### src/rtl/branch_predictor_pkg.sv
// Shared definitions for the branch predictor: 2-bit counter state
// encodings, the RISC-V B-type opcode and default table geometry.
package branch_predictor_pkg;

   // Two-bit saturating counter states; bit 1 is the taken/not-taken prediction.
   typedef enum logic [1:0] {
      CNT_SN = 2'b00,   // strongly not-taken
      CNT_WN = 2'b01,   // weakly not-taken
      CNT_WT = 2'b10,   // weakly taken
      CNT_ST = 2'b11    // strongly taken
   } cnt_e;

   // Opcode of conditional branches (B-type).
   localparam logic [6:0] OPC_BRANCH = 7'b1100011;

   // Default table geometry: 16 entries, 8-bit partial tags.
   localparam int DEF_IDX_BITS = 4;
   localparam int DEF_TAG_BITS = 8;

endpackage

### src/rtl/bp_sat_counter2.sv
// Combinational next-state function of a 2-bit saturating counter.
// Ports:
//   cnt_i   - current counter state (SN/WN/WT/ST)
//   taken_i - resolved outcome: 1 steps toward ST, 0 steps toward SN
//   cnt_o   - next counter state, saturating at both ends
module bp_sat_counter2
   import branch_predictor_pkg::*;
(
   input  logic [1:0] cnt_i,
   input  logic       taken_i,
   output logic [1:0] cnt_o
);

   always_comb begin
      cnt_o = cnt_i;
      if (taken_i) begin
         if (cnt_i != CNT_ST) cnt_o = cnt_i + 2'd1;
      end else begin
         if (cnt_i != CNT_SN) cnt_o = cnt_i - 2'd1;
      end
   end

endmodule

### src/rtl/branch_predictor.sv
// Direct-mapped branch target buffer with 2-bit saturating counters.
// Fetch-stage lookup is combinational; MEM-stage resolution updates the
// table on the next clock edge and raises a redirect on a mispredict.
// Ports:
//   clk, rstn                    - clock, async active-low reset
//   if_pc                        - fetch PC to predict
//   pred_taken, pred_target      - prediction (target is 0 when not taken)
//   upd_valid, upd_is_branch     - MEM-stage instruction is a valid branch
//   upd_pc, upd_taken, upd_target- resolved branch information
//   upd_pred_taken/_target       - prediction carried with the instruction
//   redirect, redirect_pc        - mispredict flush and corrected fetch PC
//   perf_branches/_mispredicts   - wrapping event counters
module branch_predictor
   import branch_predictor_pkg::*;
#(
   parameter int IDX_BITS = DEF_IDX_BITS,
   parameter int TAG_BITS = DEF_TAG_BITS
) (
   input  logic        clk,
   input  logic        rstn,
   input  logic [63:0] if_pc,
   output logic        pred_taken,
   output logic [63:0] pred_target,
   input  logic        upd_valid,
   input  logic        upd_is_branch,
   input  logic [63:0] upd_pc,
   input  logic        upd_taken,
   input  logic [63:0] upd_target,
   input  logic        upd_pred_taken,
   input  logic [63:0] upd_pred_target,
   output logic        redirect,
   output logic [63:0] redirect_pc,
   output logic [31:0] perf_branches,
   output logic [31:0] perf_mispredicts
);

   localparam int ENTRIES = 1 << IDX_BITS;
   localparam int TAG_LO  = 2 + IDX_BITS;

   logic                valid_q  [ENTRIES];
   cnt_e                cnt_q    [ENTRIES];
   logic [TAG_BITS-1:0] tag_q    [ENTRIES];
   logic [63:0]         target_q [ENTRIES];
   logic [31:0]         branches_q, mispred_q;

   // Fetch-side lookup
   logic [IDX_BITS-1:0] if_idx;
   logic [TAG_BITS-1:0] if_tag;
   logic                if_hit;

   assign if_idx = if_pc[IDX_BITS+1:2];
   assign if_tag = if_pc[TAG_LO +: TAG_BITS];
   assign if_hit = valid_q[if_idx] && (tag_q[if_idx] == if_tag);

   // Outputs are forced low while reset is held, independent of table state.
   assign pred_taken  = rstn && if_hit && cnt_q[if_idx][1];
   assign pred_target = pred_taken ? target_q[if_idx] : 64'd0;

   // Update-side lookup
   logic [IDX_BITS-1:0] upd_idx;
   logic [TAG_BITS-1:0] upd_tag;
   logic                upd_en, upd_hit, mispredict;
   logic [1:0]          cnt_d;

   assign upd_idx = upd_pc[IDX_BITS+1:2];
   assign upd_tag = upd_pc[TAG_LO +: TAG_BITS];
   assign upd_en  = upd_valid && upd_is_branch;
   assign upd_hit = valid_q[upd_idx] && (tag_q[upd_idx] == upd_tag);

   assign mispredict = upd_en && ((upd_taken != upd_pred_taken) ||
                                  (upd_taken && (upd_target != upd_pred_target)));

   assign redirect    = rstn && mispredict;
   assign redirect_pc = !redirect ? 64'd0 :
                        upd_taken ? upd_target : (upd_pc + 64'd4);

   bp_sat_counter2 u_cnt (
      .cnt_i   (cnt_q[upd_idx]),
      .taken_i (upd_taken),
      .cnt_o   (cnt_d)
   );

   // Valid bits, counters and perf counters need a defined reset state.
   always_ff @(posedge clk or negedge rstn) begin
      if (!rstn) begin
         for (int i = 0; i < ENTRIES; i++) begin
            valid_q[i] <= 1'b0;
            cnt_q[i]   <= CNT_WN;
         end
         branches_q <= 32'd0;
         mispred_q  <= 32'd0;
      end else begin
         if (upd_en) begin
            branches_q <= branches_q + 32'd1;
            if (upd_hit) begin
               cnt_q[upd_idx] <= cnt_e'(cnt_d);
            end else if (upd_taken) begin
               valid_q[upd_idx] <= 1'b1;
               cnt_q[upd_idx]   <= CNT_WT;
            end
         end
         if (mispredict) mispred_q <= mispred_q + 32'd1;
      end
   end

   // Tag and target are only meaningful under a set valid bit, so they carry
   // no reset and a stray write during reset is harmless.
   always_ff @(posedge clk) begin
      if (upd_en && (upd_hit || upd_taken)) begin
         if (upd_taken) target_q[upd_idx] <= upd_target;
         if (!upd_hit)  tag_q[upd_idx]    <= upd_tag;
      end
   end

   assign perf_branches    = branches_q;
   assign perf_mispredicts = mispred_q;

   logic unused_pc_bits;
   assign unused_pc_bits = ^{if_pc[63:TAG_LO+TAG_BITS], if_pc[1:0]};

endmodule
### config.mk
export PLATFORM = sky130hd
export DESIGN_NAME = branch_predictor
export DESIGN_NICKNAME = d
export VERILOG_FILES = /design/src/rtl/branch_predictor_pkg.sv /design/src/rtl/bp_sat_counter2.sv /design/src/rtl/branch_predictor.sv
export SDC_FILE = /design/constraint.sdc
export NUM_CORES = 1
export LEC_CHECK = 0
export BUFFER_PORTS_ARGS = -buffer_cell sky130_fd_sc_hd__buf_2
export CAP_MARGIN = 5
export CORE_ASPECT_RATIO = 0.75
export CORE_UTILIZATION = 55
export CTS_CLUSTER_SIZE = 8
export DETAILED_ROUTE_END_ITERATION = 6
export PLACE_DENSITY = 0.74
export SLEW_MARGIN = 5
export SYNTH_ARGS = -nofsm -noshare
export SYNTH_HDL_FRONTEND = slang
export SYNTH_SLANG_ARGS = --single-unit
### constraint.sdc
create_clock -name clk -period 3.3 [get_ports clk]
set_input_delay 0.33 -clock clk [delete_from_list [all_inputs] [get_ports clk]]
set_output_delay 0.33 -clock clk [all_outputs]
set_load 0.05 [all_outputs]
==> results of run 1 <==
layer usage:
metal | routed length, um | vias to the layer above
met1 | 58400 | 16600
met3 | 21800 | 364
li1 | - | 12700
met2 | 72900 | 2459
met4 | 6150 | 6
met5 | 43 | -
registers in the layout, indices dropped and copies added (netlist names):
name	flops
perf_branches	32
tag_q	128
target_q	1024
cnt_q	32
valid_q	16
perf_mispredicts	32
layout make-up:
type / instances / area (um^2)
Sequential cell: 1264 / 37400
Fill cell: 5928 / 30400
Multi-Input combinational cell: 1324 / 15700
Timing Repair Buffer: 671 / 5600
Clock buffer: 219 / 4670
Tap cell: 1250 / 1560
Inverter: 41 / 170
Clock inverter: 7 / 119
Antenna cell: 8 / 20.0
worst paths after layout:
path                       slack, ns                    to                 start
max                            -0.92       pred_target[39]           tag_q[6][3]
min                             0.04       target_q[0][52]        upd_target[52]
max reg2reg                     0.21           tag_q[5][5]           tag_q[0][7]
min reg2reg                     0.46  perf_mispredicts[31]  perf_mispredicts[31]
max in group asynchronous       2.28     perf_branches[18]                  rstn
min in group asynchronous       0.20             cnt_q[31]                  rstn
report_power, final:
group / switching, mW / internal (mW)
Combinational: 1.81 / 1.19
Clock: 6.30 / 9.87
Sequential: 0.183 / 17.7
Total: 8.29 / 28.8
repair_timing:
action	4_1_cts	5_1_grt
cloned	0	1
endpoints found under the hold margin	160	0
resized for setup	92	61
hold buffers	17	0
pin swaps	3	11
setup buffers	0	8
endpoints found under the setup margin	106	118
cells in the mapped netlist, types with 12 or more instances:
cell type and count:
mux4_2 386, clkbuf_1 74, nor2_1 131, a22oi_1 18
buf_2 26, nand4_1 41, nand3_1 68, nor4_1 26
nor2b_1 54, inv_1 40, o21ai_0 13, a21oi_1 41
mux2i_1 47, edfxtp_1 1152, xor2_1 110, xnor2_1 82
nand2_1 88, dfrtp_1 96, and4_1 12, buf_1 29
nor2b_2 16, a211oi_1 16, and3_1 23, nor3_1 23
a31oi_1 17, dfstp_2 16
logic make-up (layout without fill, tap and decap cells):
group           after synthesis  after routing  synth area share (%)
flops                      1264           1264                  70.2
mux                         446            446                  17.7
compound gates              155            155                  2.01
simple gates                523            523                  5.14
other cells                   0              8                     0
xor+xnor                    192            192                  3.15
fa+ha+maj                     8              8                 0.181
buf+inv                     192            938                  1.68
per-stage QoR:
step / cells / worst slack (ns) / total power, mW
global route: 4776 / -0.926 / 38.0
detailed placement: 4524 / -0.381 / 21.1
floorplan: 2780 / -0.294 / 19.8
CTS: 4767 / -0.841 / 37.1
finish: 4784 / -0.922 / 37.1
global placement: 4524 / -0.429 / 21.0
==> run_results.csv, run 1 <==
group,metric,value,unit
run,maxCapViolCount,0,
worst_setup_path,cp.depth,10,
global_routing,grt_usage,32.5,%
worst_setup_path,cp_data_arrival_time,3.89,ns
synth,synth.distinct_cells,71,
synth,yosys.area.top_type,"edfxtp_1",
worst_hold_path,hold_class,"input port to flip-flop",
clock_tree,clkSinkCount,1264,
floorplanning,die_h,272,um
route,first_pass_iters,6,
floorplanning,core-area,0.0956,mm^2
worst_setup_path,cp.buffers_inverters,4,
finish,final_cell_mix,"edfxtp_1, mux4_2, buf_2, buf_4, clkbuf_16",
sta,tightest_slew,0.986,ns
clock_tree,clkTransAtPathRegs,0.05,ns
placement,numPortBuffers,403,
clock_tree,clock-root-buffer,"clkbuf_16",
route,ant_nets,0,
worst_setup_path,slowest_stage,"mux4_1",
worst_setup_path,worstPathCellList,"mux4_1 -> mux4_2 -> xor2_1 -> nor4_2 -> buf_4 -> nand4_1 -> buf_6 -> buf_12 -> nor2b_2 -> buf_6",
worst_setup_path,worstSetupPathType,"flip-flop to output pin",
finish,fin_nets,3746,
global_routing,grt_pass1_wl,225000,um
sta,fin_crit_sh,128,%
finish,area_delta_synth_final,22.3,%
floorplanning,rows,98,
clock_tree,cts-buffers-inserted,176,
synth,ys_ff_latch,1264,
worst_hold_path,worstHoldPathCells,2,
sta,whs,0.0415,ns
worst_setup_path,crit_required,2.97,ns
global_routing,grt_use_met1,44.0,%
sta,fin_ws,-0.922,ns
global_routing,met2_usage,48.3,%
power,leakage,22.9,nW
floorplanning,io-pin-count,456,
sta,fin_skew,0.0253,ns
run_status,status,"complete, but fails checks",
run_status,violations,"setup timing",
global_routing,grt_pass1_vias,32500,
route,wirelength,159000,um
finish,final_common_cell,"edfxtp_1",
route,viasPerCell,6.71,
clock_tree,clk_path_buf_depth,3,
floorplanning,die-area,0.0982,mm^2
floorplanning,die_w,362,um
worst_setup_path,path_delay_family,"multiplexers",
route,drt_iter0_markers,4562,
sta,setup_viol,75,
clock_tree,clock_latency,0.75,ns
worst_setup_path,ff2ff_path_depth,10,
placement,hpwl,94500,um
global_routing,busiest_layer,"met2",
synth,synth_ff_type,"edfxtp_1",
synth,yosys-top-cells-area,"edfxtp_1, mux4_2, dfrtp_1, xor2_1, xnor2_1",
synth,syn-num-nets,3048,
global_routing,antenna_found_initial,13,
clock_tree,htreeDepth,4,
worst_setup_path,max_stage_delay,0.55,ns
global_routing,globalRouteOverflowTotal,0,
global_routing,grt_max_degree,115,
power,peakVddDrop,0.557,mV
finish,drive_gt1_share,39.6,%
synth,synth-edff-count,1152,
placement,placed_cell_area,0.0596,mm^2
worst_setup_path,end_kind,"output pin",
synth,async_flop_share,8.86,%
synth,synth_top_area_share,64.9,%
worst_setup_path,crit_top_cell,"buf_6",
route,vias,32100,
route,wire_per_inst,33.3,um
synth,syn-instance-count,2780,
sta,finalCriticalPeriod,4.22,ns
placement,finalWeightedCongestion,0.916,
power,power_density,569,mW/mm^2
sta,tns,-55.60,ns
global_routing,grtUsageMet3,12.1,%
finish,fin_area,0.0652,mm^2
route,drc,0,
floorplanning,initial_core_util,55.8,%
sta,rsz0062_at_grt,"yes",
finish,fin_util,68.2,%
clock_tree,cts_tree,"done",
sta,drv_slew,0,
worst_setup_path,cp_max_fo,28,
synth,avgSynthCellArea,19.2,um^2
synth,synth_area,0.0533,mm^2
sta,fmax,237,MHz
sta,slew_headroom,34.2,%
synth,ys_seq_area_share,70.2,%
sta,finalHoldViolCount,0,
synth,yosysWarnings,0,
worst_setup_path,cp-start-kind,"flip-flop",
(Power assumes the default switching activity.)
==> inputs of run 2 (changes only) <==
CELL_PAD_IN_SITES_DETAIL_PLACEMENT = 0   (was not set)
CELL_PAD_IN_SITES_GLOBAL_PLACEMENT = 1   (was not set)
CORE_UTILIZATION = 52   (was 55)
PLACE_DENSITY = not set   (was 0.74)
PLACE_DENSITY_LB_ADDON = 0.1   (was not set)
==> run 2 against run 1 <==
The run still ends with setup timing left. Wire length fell by 2.3%. Non-clock buffer count is 66 higher. Critical path depth unchanged. Die area grew 5.7%. Final area grew 1.2%. Critical path type unchanged. Largest power group unchanged. Highest routed layer unchanged.
==> run_results.csv, run 2 (synthesized netlist as in run 1, its figures left out) <==
group,metric,value,unit
run_status,status,"complete, but fails checks",
run_status,violations,"setup timing",
sta,fin_ws,-0.847,ns
worst_hold_path,hold_class,"input port to flip-flop",
floorplanning,rows,101,
worst_setup_path,end_kind,"output pin",
clock_tree,clock_latency,0.78,ns
power,power_density,562,mW/mm^2
sta,finalCriticalPeriod,4.15,ns
sta,fin_skew,0.0305,ns
placement,placed_cell_area,0.0600,mm^2
sta,tightest_slew,1.02,ns
finish,largestRegisters,"target_q (1024), tag_q (128)",
floorplanning,initial_core_util,52.6,%
worst_hold_path,worstHoldPathCells,2,
placement,dp.cells,4648,
finish,area_delta_synth_final,23.8,%
global_routing,antenna_found_initial,15,
run,maxCapViolCount,0,
floorplanning,die-area,0.104,mm^2
global_routing,grt_pass1_vias,31400,
clock_tree,clk_path_buf_depth,3,
worst_setup_path,reg2reg_slack,0.20,ns
worst_hold_path,hp-start,"upd_target[31]",
finish,fin_nets,3812,
clock_tree,clock-root-buffer,"clkbuf_16",
route,drc,0,
route,wire_per_inst,31.5,um
placement,numPortBuffers,403,
sta,fin_crit_sh,126,%
clock_tree,cts-buffers-inserted,176,
worst_setup_path,r2r-end,"tag_q[2][5]",
route,ant_nets,0,
finish,final_cell_mix,"edfxtp_1, mux4_2, buf_2, buf_4, clkbuf_16",
floorplanning,io-pin-count,456,
global_routing,globalRouteOverflowTotal,0,
clock_tree,clkSinkCount,1264,
route,first_pass_iters,6,
finish,largest_reg_flops,1024,
route,drt_iter0_markers,3603,
floorplanning,die_w,372,um
clock_tree,htreeDepth,4,
finish,regMostFlops,"target_q",
worst_hold_path,holdPathEnd,"target_q[10][31]",
placement,finalWeightedCongestion,0.900,
sta,slew_headroom,31.9,%
sta,drv_slew,0,
placement,hpwl,96400,um
worst_setup_path,ff2ff_path_depth,10,
worst_setup_path,crit_required,2.97,ns
finish,final_common_cell,"edfxtp_1",
worst_setup_path,cp_data_arrival_time,3.82,ns
sta,rsz0062_at_grt,"yes",
worst_setup_path,r2r_start,"tag_q[0][7]",
global_routing,grt_max_degree,111,
power,peakVddDrop,0.563,mV
worst_setup_path,cp_max_fo,12,
route,viasPerCell,6.26,
route,wirelength,156000,um
finish,fin_area,0.0660,mm^2
worst_setup_path,worstSetupPathType,"flip-flop to output pin",
sta,tns,-49.84,ns
global_routing,grt_usage,30.4,%
sta,fmax,241,MHz
sta,setup_viol,65,
placement,dp_slack,-0.653,ns
power,leakage,23.2,nW
clock_tree,cts_tree,"done",
route,vias,30900,
sta,finalHoldViolCount,0,
finish,fin_util,65.1,%
floorplanning,core-area,0.101,mm^2
finish,drive_gt1_share,39.8,%
clock_tree,clkTransAtPathRegs,0.05,ns
global_routing,grt_pass1_wl,221000,um
finish,fin_cells,4943,
floorplanning,die_h,279,um
worst_setup_path,cp-start-kind,"flip-flop",
==> run 2: cell type report <==
cell class,instances,area (um^2)
Sequential cell,1264,37400
Fill cell,6845,35500
Multi-Input combinational cell,1324,15600
Timing Repair Buffer,737,6260
Clock buffer,216,4600
Tap cell,1339,1680
Clock inverter,13,263
Inverter,41,170
Antenna cell,9,22.5
==> run 2: how the worst max path moves through the flow <==
| stage | startpoint | to | slack, ns | depth (start not counted) |
|---|---|---|---|---|
| after floorplan | upd_pc[3] | tag_q[0][0] | -0.29 | 8 |
| after global placement | upd_target[10] | redirect_pc[47] | -0.65 | 12 |
| after detailed placement | upd_target[10] | redirect_pc[47] | -0.65 | 12 |
| after CTS | tag_q[4][5] | pred_target[0] | -0.82 | 10 |
| after global routing | tag_q[4][5] | pred_target[52] | -0.89 | 10 |
| final | tag_q[0][5] | pred_target[52] | -0.85 | 10 |
==> run 2: stage by stage <==
step	hold slack, ns	total power [mW]
2_1_floorplan	0.0344	19.8
3_3_place_gp	0.458	21.1
3_5_place_dp	0.471	21.1
4_1_cts	0.00495	37.3
5_1_grt	0.0323	38.1
6_report	0.0461	37.1
==> run 2: repair_timing <==
| item | 4_1_cts | 5_1_grt |
|---|---|---|
| hold endpoints to repair | 661 | 0 |
| pin swaps | 2 | 0 |
| hold buffers | 50 | 0 |
| gates cloned | 3 | 0 |
| setup buffers | 5 | 1 |
| gates resized for setup | 122 | 27 |
| endpoints found under the setup margin | 130 | 98 |
==> run 2: per-layer routing <==
layer / global-route usage, % / vias up / routed length [um]
met4: 9.86 / 10 / 4130
met3: 9.61 / 216 / 18000
met5: 0 / - / 60
met2: 44.5 / 1694 / 71000
met1: 43.7 / 16200 / 62500
li1: - / 12800 / -
==> run 2: where the power goes <==
group / internal [mW] / switching (mW) / total (mW)
sequential: 17.7 / 0.182 / 17.9
combinational: 1.22 / 1.79 / 3.01
clock: 9.67 / 6.48 / 16.1
total: 28.6 / 8.45 / 37.1
==> run 2: critical path, stage by stage (launching register included) <==
cell and delay [ns]:
edfxtp_1 0.40, mux4_2 0.48, mux4_2 0.51, xor2_1 0.17, nor4_2 0.40, nand4_1 0.17, buf_6 0.16, buf_12 0.17
buf_12 0.21, nor2b_2 0.13, buf_6 0.17
